<file path="src/rtl/bcd_7seg_pkg.sv">
// Shared types and segment encodings for the four-digit BCD scan display.
// Latency: none (types and constants only).
// Backpressure: none.
package bcd_7seg_pkg;

    typedef logic [3:0] digit_t;

    localparam int NUM_DIGITS = 4;

    // Bit order {g,f,e,d,c,b,a}, active-high.
    localparam logic [6:0] SEG_0     = 7'h3F;
    localparam logic [6:0] SEG_1     = 7'h06;
    localparam logic [6:0] SEG_2     = 7'h5B;
    localparam logic [6:0] SEG_3     = 7'h4F;
    localparam logic [6:0] SEG_4     = 7'h66;
    localparam logic [6:0] SEG_5     = 7'h6D;
    localparam logic [6:0] SEG_6     = 7'h7D;
    localparam logic [6:0] SEG_7     = 7'h07;
    localparam logic [6:0] SEG_8     = 7'h7F;
    localparam logic [6:0] SEG_9     = 7'h6F;
    localparam logic [6:0] SEG_DASH  = 7'h40;
    localparam logic [6:0] SEG_BLANK = 7'h00;

endpackage

</file>
<file path="src/rtl/bcd_to_7seg.sv">
// BCD nibble to seven-segment pattern; non-decimal codes show a dash.
// Latency: purely combinational.
// Backpressure: none.
module bcd_to_7seg
    import bcd_7seg_pkg::*;
(
    input  digit_t     digit,
    output logic [6:0] seg
);

    always_comb begin
        seg = SEG_DASH;
        case (digit)
            4'd0:    seg = SEG_0;
            4'd1:    seg = SEG_1;
            4'd2:    seg = SEG_2;
            4'd3:    seg = SEG_3;
            4'd4:    seg = SEG_4;
            4'd5:    seg = SEG_5;
            4'd6:    seg = SEG_6;
            4'd7:    seg = SEG_7;
            4'd8:    seg = SEG_8;
            4'd9:    seg = SEG_9;
            default: seg = SEG_DASH;
        endcase
    end

endmodule

</file>
<file path="src/rtl/bcd_7seg_scan.sv">
// Four-digit multiplexed 7-seg driver with load-strobed shadow register; LEADING_ZERO_BLANK_EN blanks leading zeros.
// Latency: a load or scan step is visible on an/seg right after the capturing edge.
// Backpressure: none; load is accepted every cycle and never disturbs the scan.
module bcd_7seg_scan
    import bcd_7seg_pkg::*;
#(
    parameter int SCAN_DIV = 4
) (
    input  logic                      clk,
    input  logic                      rst,
    input  logic [4*NUM_DIGITS-1:0]   digits_in,
    input  logic                      load,
    output logic [NUM_DIGITS-1:0]     an,
    output logic [6:0]                seg,
    output logic                      scan_tick
);

    localparam int PW = (SCAN_DIV > 1) ? $clog2(SCAN_DIV) : 1;
    localparam logic [PW-1:0] PRESC_MAX = PW'(SCAN_DIV - 1);

    logic [PW-1:0]           presc_q, presc_d;
    logic [1:0]              idx_q, idx_d;
    logic [4*NUM_DIGITS-1:0] shadow_q, shadow_d;
    logic                    terminal;
    digit_t                  cur_digit;
    logic [6:0]              dec_seg;

    always_comb begin
        terminal = (presc_q == PRESC_MAX);
        presc_d  = terminal ? '0 : presc_q + PW'(1);
        idx_d    = terminal ? idx_q + 2'd1 : idx_q;
        shadow_d = load ? digits_in : shadow_q;
    end

    always_ff @(posedge clk) begin
        if (rst) begin
            presc_q  <= '0;
            idx_q    <= '0;
            shadow_q <= '0;
        end else begin
            presc_q  <= presc_d;
            idx_q    <= idx_d;
            shadow_q <= shadow_d;
        end
    end

    always_comb begin
        cur_digit = shadow_q[3:0];
        case (idx_q)
            2'd1:    cur_digit = shadow_q[7:4];
            2'd2:    cur_digit = shadow_q[11:8];
            2'd3:    cur_digit = shadow_q[15:12];
            default: cur_digit = shadow_q[3:0];
        endcase
    end

    bcd_to_7seg u_dec (
        .digit (cur_digit),
        .seg   (dec_seg)
    );

    assign an        = 4'b0001 << idx_q;
    assign scan_tick = terminal;

`ifdef LEADING_ZERO_BLANK_EN
    // A digit blanks only if it and every more-significant nibble are zero; digit 0 always shows.
    logic blank;

    always_comb begin
        blank = 1'b0;
        case (idx_q)
            2'd1:    blank = (shadow_q[15:4]  == '0);
            2'd2:    blank = (shadow_q[15:8]  == '0);
            2'd3:    blank = (shadow_q[15:12] == '0);
            default: blank = 1'b0;
        endcase
    end

    assign seg = blank ? SEG_BLANK : dec_seg;
`else
    assign seg = dec_seg;
`endif

endmodule

</file>
<file path="config.mk">
export PLATFORM = sky130hd
export DESIGN_NAME = bcd_7seg_scan
export DESIGN_NICKNAME = d
export VERILOG_FILES = /design/src/rtl/bcd_7seg_pkg.sv /design/src/rtl/bcd_to_7seg.sv /design/src/rtl/bcd_7seg_scan.sv
export SDC_FILE = /design/constraint.sdc
export NUM_CORES = 1
export LEC_CHECK = 0
export CAP_MARGIN = 20
export CORE_ASPECT_RATIO = 1.1
export CORE_MARGIN = 2
export CORE_UTILIZATION = 46
export CTS_BUF_LIST = sky130_fd_sc_hd__clkbuf_16
export CTS_CLUSTER_SIZE = 20
export DETAILED_ROUTE_END_ITERATION = 6
export PLACE_DENSITY = 0.79
export SYNTH_ARGS = -nofsm -noshare
export SYNTH_HDL_FRONTEND = slang
export SYNTH_HIERARCHICAL = 1
export SYNTH_SLANG_ARGS = --single-unit
</file>
<file path="constraint.sdc">
create_clock -name clk -period 2.77 [get_ports clk]
set_clock_uncertainty 0.05 [all_clocks]
set_input_delay 0.4155 -clock clk [delete_from_list [all_inputs] [get_ports clk]]
set_output_delay 0.4155 -clock clk [all_outputs]
set_load 0.01 [all_outputs]
</file>
== Word-level counts from Yosys, hierarchy flattened ==
Memory sizes are Yosys's and may differ from the RTL's.
Index checks and enable logic that the tools add are counted.
W data, S select, Z words.
Cells by class
  shift-type cells: 1
  add/subtract/negate cells: 2
  reductions and logical operators: 1
  equality and inequality tests: 4
  muxes and demuxes: 1
Operator list (count)
  $pmux W4 S3: 1
  $eq A2 B2 Y1 const B: 3
  $add A2 B1 Y2 const B: 2
  $shl A1 B2 Y4 const A: 1
  $eq A2 B1 Y1 const B: 1
  $reduce_or A2 Y1: 1
Word-level totals
  bits in registers: 20
  memories kept: 1
  ROM bits: 112
  output and inout bits: 12
  logic and storage cells: 13
  input port bits: 19
Memory list
  (name not given): depth 16, bits a word 7, read ports 1, clocked after Yosys merged registers in 0, write ports 0, line bcd_to_7seg.sv:13  | case (digit)

== Logic depth before layout (Yosys ltp) ==
Gate-level depths: netlist (run 1).
An unclocked memory read counts as a cell.
  depth in word-level cells: 3
  depth in mapped cells: 8
  depth with buffers taken out: 8

== Hierarchy ==
Netlist (run 1), hierarchy kept.
Modules (own cells, without submodules)
  bcd_7seg_scan: area each 867.1 um^2, instances 1, cells an instance 82, sequential area each 400.4 um^2
  bcd_to_7seg: area each 232.7 um^2, instances 1, cells an instance 29, sequential area each 0.0 um^2

== Least setup slack after synthesis (run 1) ==
Ideal clock, no wire load.
  path type: flip-flop to output port
  start: register idx_q[0]
  end: output seg[0]
  cell stages (with the launch flop): 9
  data required time: 2.305 ns
  slack: 0.060 ns
  data arrival time: 2.244 ns
  path buffers: 1
  cell sequence: dfxtp_1 > inv_1 > ha_1 > clkbuf_1 > mux2i_1 > inv_1 > ha_1 > mux2_2 > o22ai_1
Between the ends
  word-level cells in the longest chain between the ends: 3
  elaborated cells on any way between the ends: 5
  those cells by class: 3 x eq/ne; 1 x mux; 1 x memory
Ends and longest elaborated chain
  start, declared: line bcd_7seg_scan.sv:22  | logic [1:0] idx_q, idx_d;
  start signal, assigned: line bcd_7seg_scan.sv:42  | idx_q <= idx_d;
  $eq A2 B2 Y1 or $eq A2 B1 Y1 (tied branches): line bcd_7seg_scan.sv:49  | case (idx_q)
  $pmux W4 S3 (*): line bcd_7seg_scan.sv:49
  named net cur_digit[1]: line bcd_7seg_scan.sv:25  | digit_t cur_digit;
  $mem_v2 Z16 W7 (*)
  end, declared: line bcd_7seg_scan.sv:14  | output logic [6:0] seg,
Mark *: on every way through the listed nets, which the timed path passes. The rest lies on a longest branch.

== Worst setup path after layout (run 1) ==
  start: register idx_q[1]
  end: output seg[0]
The elaborated chain is that of the path after synthesis.

==> metrics, run 1 <==
CTS Buf Count 3; crit share post-route 1.034; Crit Path Class reg2out; DIE AREA 2799 um^2; R2R Path Start idx_q[1]; final WL around 2600 um; CP Max Fanout 4; vias in the first global route 922; Hold Startpoint presc_q[0]; Yosys cell types 24; post-synth top area cell dfxtp_1; via-per-instance ratio 4.984; first-pass GRT wire length 4119 um; Worst Setup End Kind output pin; worst r2r dst idx_q[1]; Setup-failing EPs final 4; Seq/Total Area, Yosys 0.3641; FF-to-FF path depth 5; multi-input logic area 661.9 um^2; commonest cells after routing, fill and taps aside clkdlybuf4s50_1, mux2i_1, nor2_1, dfxtp_1, buf_4; die height 55.29 um; Power Dens Cells 539.5 nW/um^2; share of layout cells above drive strength 1 0.2968; Worst Setup SP idx_q[1]; Lkg Pwr ~0.74 nW; Filler cells 166; Placer Congestion around 0.80; Hold Path Cell Cnt 1; Site Rows 18; Root Buffer clkbuf_16; Setup TNS -247.0 ps; FF/Latch Area 407.9 um^2; Post-Syn Instances between 100 and 150; Routed Antenna Nets 0; Worst setup SP type register; core area 2252 um^2; Worst Hold Class reg2reg; maxcap violations 0; clock latency on the worst-skew pair 250 ps; largest net degree at the start of global routing 21; DR vias 922; Post-Place Cell Area ~1400 um^2; design area 1653 um^2; Hold Crit Endpoint presc_q[0]; DR iter-0 viols 25; pins over their slew limit 0; Post-CTS Hold Fix Bufs 0; Max-slew headroom 0.5156; Setup WS post-layout -94.86 ps; fmax about 350 MHz; Detail Placement HPWL 1688 um; Initial Util 0.4883; dominant cells by area after synthesis dfxtp_1, mux2i_1, ha_1, nor2_1, inv_1; Remaining DRCs 0; Die Width about 51 um; Avg WL per Cell 13.82 um; synthesized area per cell 9.908 um^2; Final min period about 2900 ps; I/O pin total 31; gr ovfl total 0; Arr. time, crit path 2400 ps; CTS tree built; failing checks setup timing; commonest non-fill, non-tap cell in the layout clkdlybuf4s50_1; first-pass detailed-route iteration total 4; PortBufs 30; Critical Path RT 2300 ps; H-tree depth 1; antenna violations before repair 0; Yosys reg bits 20; Fin. Hold Viols 0; area of the mapped netlist 1100 um^2; Total GRT Usage 0.1914; clk buf depth 2; Reg clk slew, reported paths roughly 60 ps; maximum vdd drop 569.0 uV; nets@finish ~190; status finished, violations left; diodes inserted 0; flop2flop setup slack 1570 ps; share of the synthesized area in the top cell type 0.3641; syn nets 141; Ys Warns 6; RSZ-0062 raised after global routing yes; Syn-to-layout area delta 50.28%; Tightest Pin Transition 724.3 ps; clock sink count 20
## critical path, stage by stage, from the launching register on
cell	delay (ps)
dfxtp_4	370
inv_4	40
ha_4	160
a222oi_1	530
mux2i_4	140
buf_6	150
ha_4	140
mux2_4	280
o22ai_2	150
buf_2	170
## state kept, by name, summed over array words and instances, names as in the netlist
signal	flops
idx_q	2
shadow_q	16
presc_q	2
## synth_stat cells
cell and instances:
nand2b_2 1, o31a_1 1, a21o_1 1, or2_1 1, o22ai_1 3, nor3_1 1
a21oi_1 1, o21ai_0 2, clkbuf_1 3, ha_1 11, mux2_2 1, xnor2_1 1
a21o_2 1, buf_12 1, buf_6 3, nor2_1 18, mux2i_1 21, nor2b_1 1
a222oi_1 4, nand2_1 1, inv_1 11, nor2b_4 1, dfxtp_1 20, nor3b_1 2
## power by group
group          total (mW)  internal (mW)  switching (mW)
logic               0.186          0.104          0.0819
clock network       0.389          0.286           0.103
registers           0.317          0.306          0.0113
## layout make-up
class,instances,share of cell area
multi-input cells,73,0.4005
clock buffers,3,0.04542
clock inverters,1,0.01817
inverters,11,0.02650
flip-flops and latches,20,0.2468
repair buffers,47,0.2400
well taps,30,0.02271
## per-layer routing
metal / global-route usage / vias up / routed length, um
met5: 0 / - / 0
met4: 0.03089 / 0 / 36
met3: 0.05405 / 4 / 81
met2: 0.3402 / 18 / 1300
met1: 0.2296 / 437 / 1138
li1: - / 463 / -
## metrics by stage
| step | hold WS, ps | util | total power, mW | setup WS [ps] | cells |
|---|---|---|---|---|---|
| finish | 377.2 | 0.7339 | 0.8916 | -94.86 | 185 |
| global placement | 361.9 | 0.6428 | 0.4881 | -69.10 | 174 |
| global route | 393.8 | 0.7339 | 0.9321 | -219.0 | 185 |
| CTS | 379.2 | 0.7194 | 0.8875 | -120.3 | 184 |
| floorplan | 354.3 | - | 0.4184 | 60.30 | 111 |
| detailed placement | 368.2 | 0.6428 | 0.4939 | -187.0 | 174 |
## kinds of logic after synthesis
kind of cell / count (synthesis) / share of synthesized area
adders and majority gates: 11 / 0.1251
muxes: 22 / 0.2014
DFF: 20 / 0.3640
buffers and inverters: 18 / 0.09670
and+or+nand+nor: 26 / 0.1149
AOI/OAI and AO/OA: 13 / 0.08988
xor gates and xnor gates: 1 / 0.007965
## repair_timing
action                     CTS  global route
pin swaps                    3             5
buffers inserted             6             1
hold endpoints to repair     0             0
setup endpoints to repair    7             7
resized for setup           26            24
## worst max-delay path by stage
stage | endpoint | slack (ps) | cells after the start
2_1_floorplan | seg[0] | 60 | 8
3_3_place_gp | seg[5] | -70 | 8
3_5_place_dp | seg[0] | -190 | 9
4_1_cts | seg[0] | -120 | 8
5_1_grt | seg[0] | -220 | 9
6_report | seg[0] | -90 | 9
(Power assumes the default switching activity.)
==> run 2, diff against run 1 <==
--- a/config.mk
+++ b/config.mk
@@ -7,7 +7,6 @@
 export LEC_CHECK = 0
 export CAP_MARGIN = 20
 export CORE_ASPECT_RATIO = 1.1
-export CORE_MARGIN = 2
 export CORE_UTILIZATION = 46
 export CTS_BUF_LIST = sky130_fd_sc_hd__clkbuf_16
 export CTS_CLUSTER_SIZE = 20
==> run 2 against run 1 <==
  * Critical path type unchanged
  * Cell area up 2.0%
  * Hold slack better by 29 ps
  * Non-clock buffer count up 2
  * The flow now finishes without violations
  * Cell count up 1.1%
  * Critical endpoint is now seg[5]
==> metrics, run 2 (synthesis results as in run 1) <==
Crit Path Class reg2out (unchanged); Power Dens Cells 535.5 nW/um^2 (was 539.5 nW/um^2); gr ovfl total 0 (unchanged); Worst setup SP type register (unchanged); vias in the first global route 941 (was 922); Remaining DRCs 0 (unchanged); commonest non-fill, non-tap cell in the layout clkdlybuf4s50_1 (unchanged); Setup-failing EPs final 0 (was 4); Tightest Pin Transition 719.9 ps (was 724.3 ps); I/O pin total 31 (unchanged); via-per-instance ratio 5.219 (was 4.984); clock sink count 20 (unchanged); Placer Congestion 0.7708 (was 0.8002); FF/Latch Area 405.4 um^2 (was 407.9 um^2); met2 usage 0.4051 (was 0.3402); core area 2252 um^2 (unchanged); gr busiest metal met2 (unchanged); Top reg by flops shadow_q (unchanged); maximum vdd drop 496.7 uV (was 569.0 uV); H-tree depth 1 (unchanged); Detail Placement HPWL 1725 um (was 1688 um); Initial Util 0.4883 (unchanged); Syn-to-layout area delta 53.36% (was 50.28%); Fin. Hold Viols 0 (unchanged); crit share post-route 0.9928 (was 1.034); commonest cells after routing, fill and taps aside clkdlybuf4s50_1, mux2i_1, nor2_1, buf_4, dfxtp_1 (was clkdlybuf4s50_1, mux2i_1, nor2_1, dfxtp_1, buf_4); nets@finish 188 (was 186); Arr. time, crit path 2280 ps (was 2400 ps); Critical Path RT 2300 ps (about the same); Util after Layout 0.7489 (was 0.7339); status completed (was finished, violations left); RSZ-0062 raised after global routing yes (unchanged); Worst Setup End Kind output pin (unchanged); overall power 0.9031 mW (was 0.8916 mW); diodes inserted 0 (unchanged); Final min period 2750 ps (was 2865 ps); final WL 2869 um (was 2557 um); CTS Buf Count 3 (unchanged); Largest regs shadow_q: 16 flops, idx_q: 2 flops, presc_q: 2 flops (unchanged); first-pass detailed-route iteration total 4 (unchanged); Lkg Pwr 0.7438 nW (was 0.7378 nW); met1 Resource Use GR 0.2288 (was 0.2296); maxcap violations 0 (unchanged); CP Max Fanout 4 (unchanged); max reg flops 16 (unchanged); DIE AREA 2591 um^2 (was 2799 um^2); clk buf depth 2 (unchanged); design area 1687 um^2 (was 1653 um^2); antenna violations before repair 0 (unchanged); Site Rows 18 (unchanged); Post-Place Cell Area 1455 um^2 (was 1448 um^2); PortBufs 30 (unchanged); DR iter-0 viols 27 (was 25); Die Width 48.62 um (was 50.62 um); CTS tree built (unchanged); Root Buffer clkbuf_16 (unchanged); Reg clk slew, reported paths 60 ps (about the same); multi-input logic area 683.2 um^2 (was 661.9 um^2); met3 Track Usage GR 0.02874 (was 0.05405); fmax 363.6 MHz (was 349.1 MHz); share of layout cells above drive strength 1 0.3185 (was 0.2968); first-pass GRT wire length 4036 um (was 4119 um); Max-slew headroom 0.5186 (was 0.5156); largest net degree at the start of global routing 21 (unchanged); Total GRT Usage 0.2090 (was 0.1914); Avg WL per Cell 15.34 um (was 13.82 um); Placed Cells incl. Taps 175 (was 174); Worst Hold Class reg2reg (unchanged); DR vias 976 (was 922); pins over their slew limit 0 (unchanged); Setup TNS 0 ps (was -247.0 ps); Filler cells 158 (was 166); Routed Antenna Nets 0 (unchanged); Post-CTS Hold Fix Bufs 0 (unchanged); die height 53.29 um (was 55.29 um); clock latency on the worst-skew pair 250 ps (about the same); fin cells 187 (was 185)
[run 2: cell count changes in the layout (fill, tap and decap cells not counted), sizes merged]
| cell | before | now |
|---|---|---|
| clkbuf | 5 | 7 |
[run 2: final cells by class]
class	instances	area share
clock inverter	1	0.01780
inverter	11	0.02596
sequential	20	0.2404
multi-input combinational	73	0.4050
timing repair buffer	49	0.2441
clock buffer	3	0.04451
tap	30	0.02226
[run 2: report_power, final]
part           leakage [nW]  internal [mW]  total (mW)  switching, mW
sequential            0.166          0.307       0.321         0.0138
combinational         0.526          0.105       0.188         0.0825
clock                0.0511          0.286       0.395          0.108
[run 2: routing by layer]
metal  wire length, um  vias to the layer above  part of all wire
met1              1169                      470              0.41
met5                 0                        -                 0
met3               106                        4             0.037
met4                21                        0            0.0073
li1                  -                      473                 -
met2              1572                       29              0.55
[run 2: final timing paths]
check	start	to	slack [ps]	cells past startpoint
setup / recovery	idx_q[1]	seg[5]	20	10
hold / removal	presc_q[0]	presc_q[0]	410	1
setup reg to reg	idx_q[1]	idx_q[1]	1540	6
hold reg to reg	presc_q[0]	presc_q[0]	410	1
[run 2: critical path, cell delays in order (launching register included)]
cell and delay, ps:
dfxtp_2 330, buf_6 130, ha_4 170, a222oi_1 350, mux2i_2 160, buf_4 160, buf_4 120, ha_1 210
o21ai_1 130, o31a_1 140, clkbuf_2 120
[run 2: repair_timing]
item | CTS | global route
setup endpoints to repair | 7 | 7
resized for setup | 29 | 20
pin swaps | 2 | 5
buffers inserted | 1 | 8
[run 2: through the flow]
| step | worst slack [ps] | hold slack (ps) |
|---|---|---|
| 4_1_cts | -174.0 | 407.9 |
| 5_1_grt | -126.7 | 418.6 |
| 6_report | 19.99 | 406.4 |
| 2_1_floorplan | 60.30 | 354.3 |
| 3_3_place_gp | -7.201 | 363.3 |
| 3_5_place_dp | -71.18 | 400.0 |
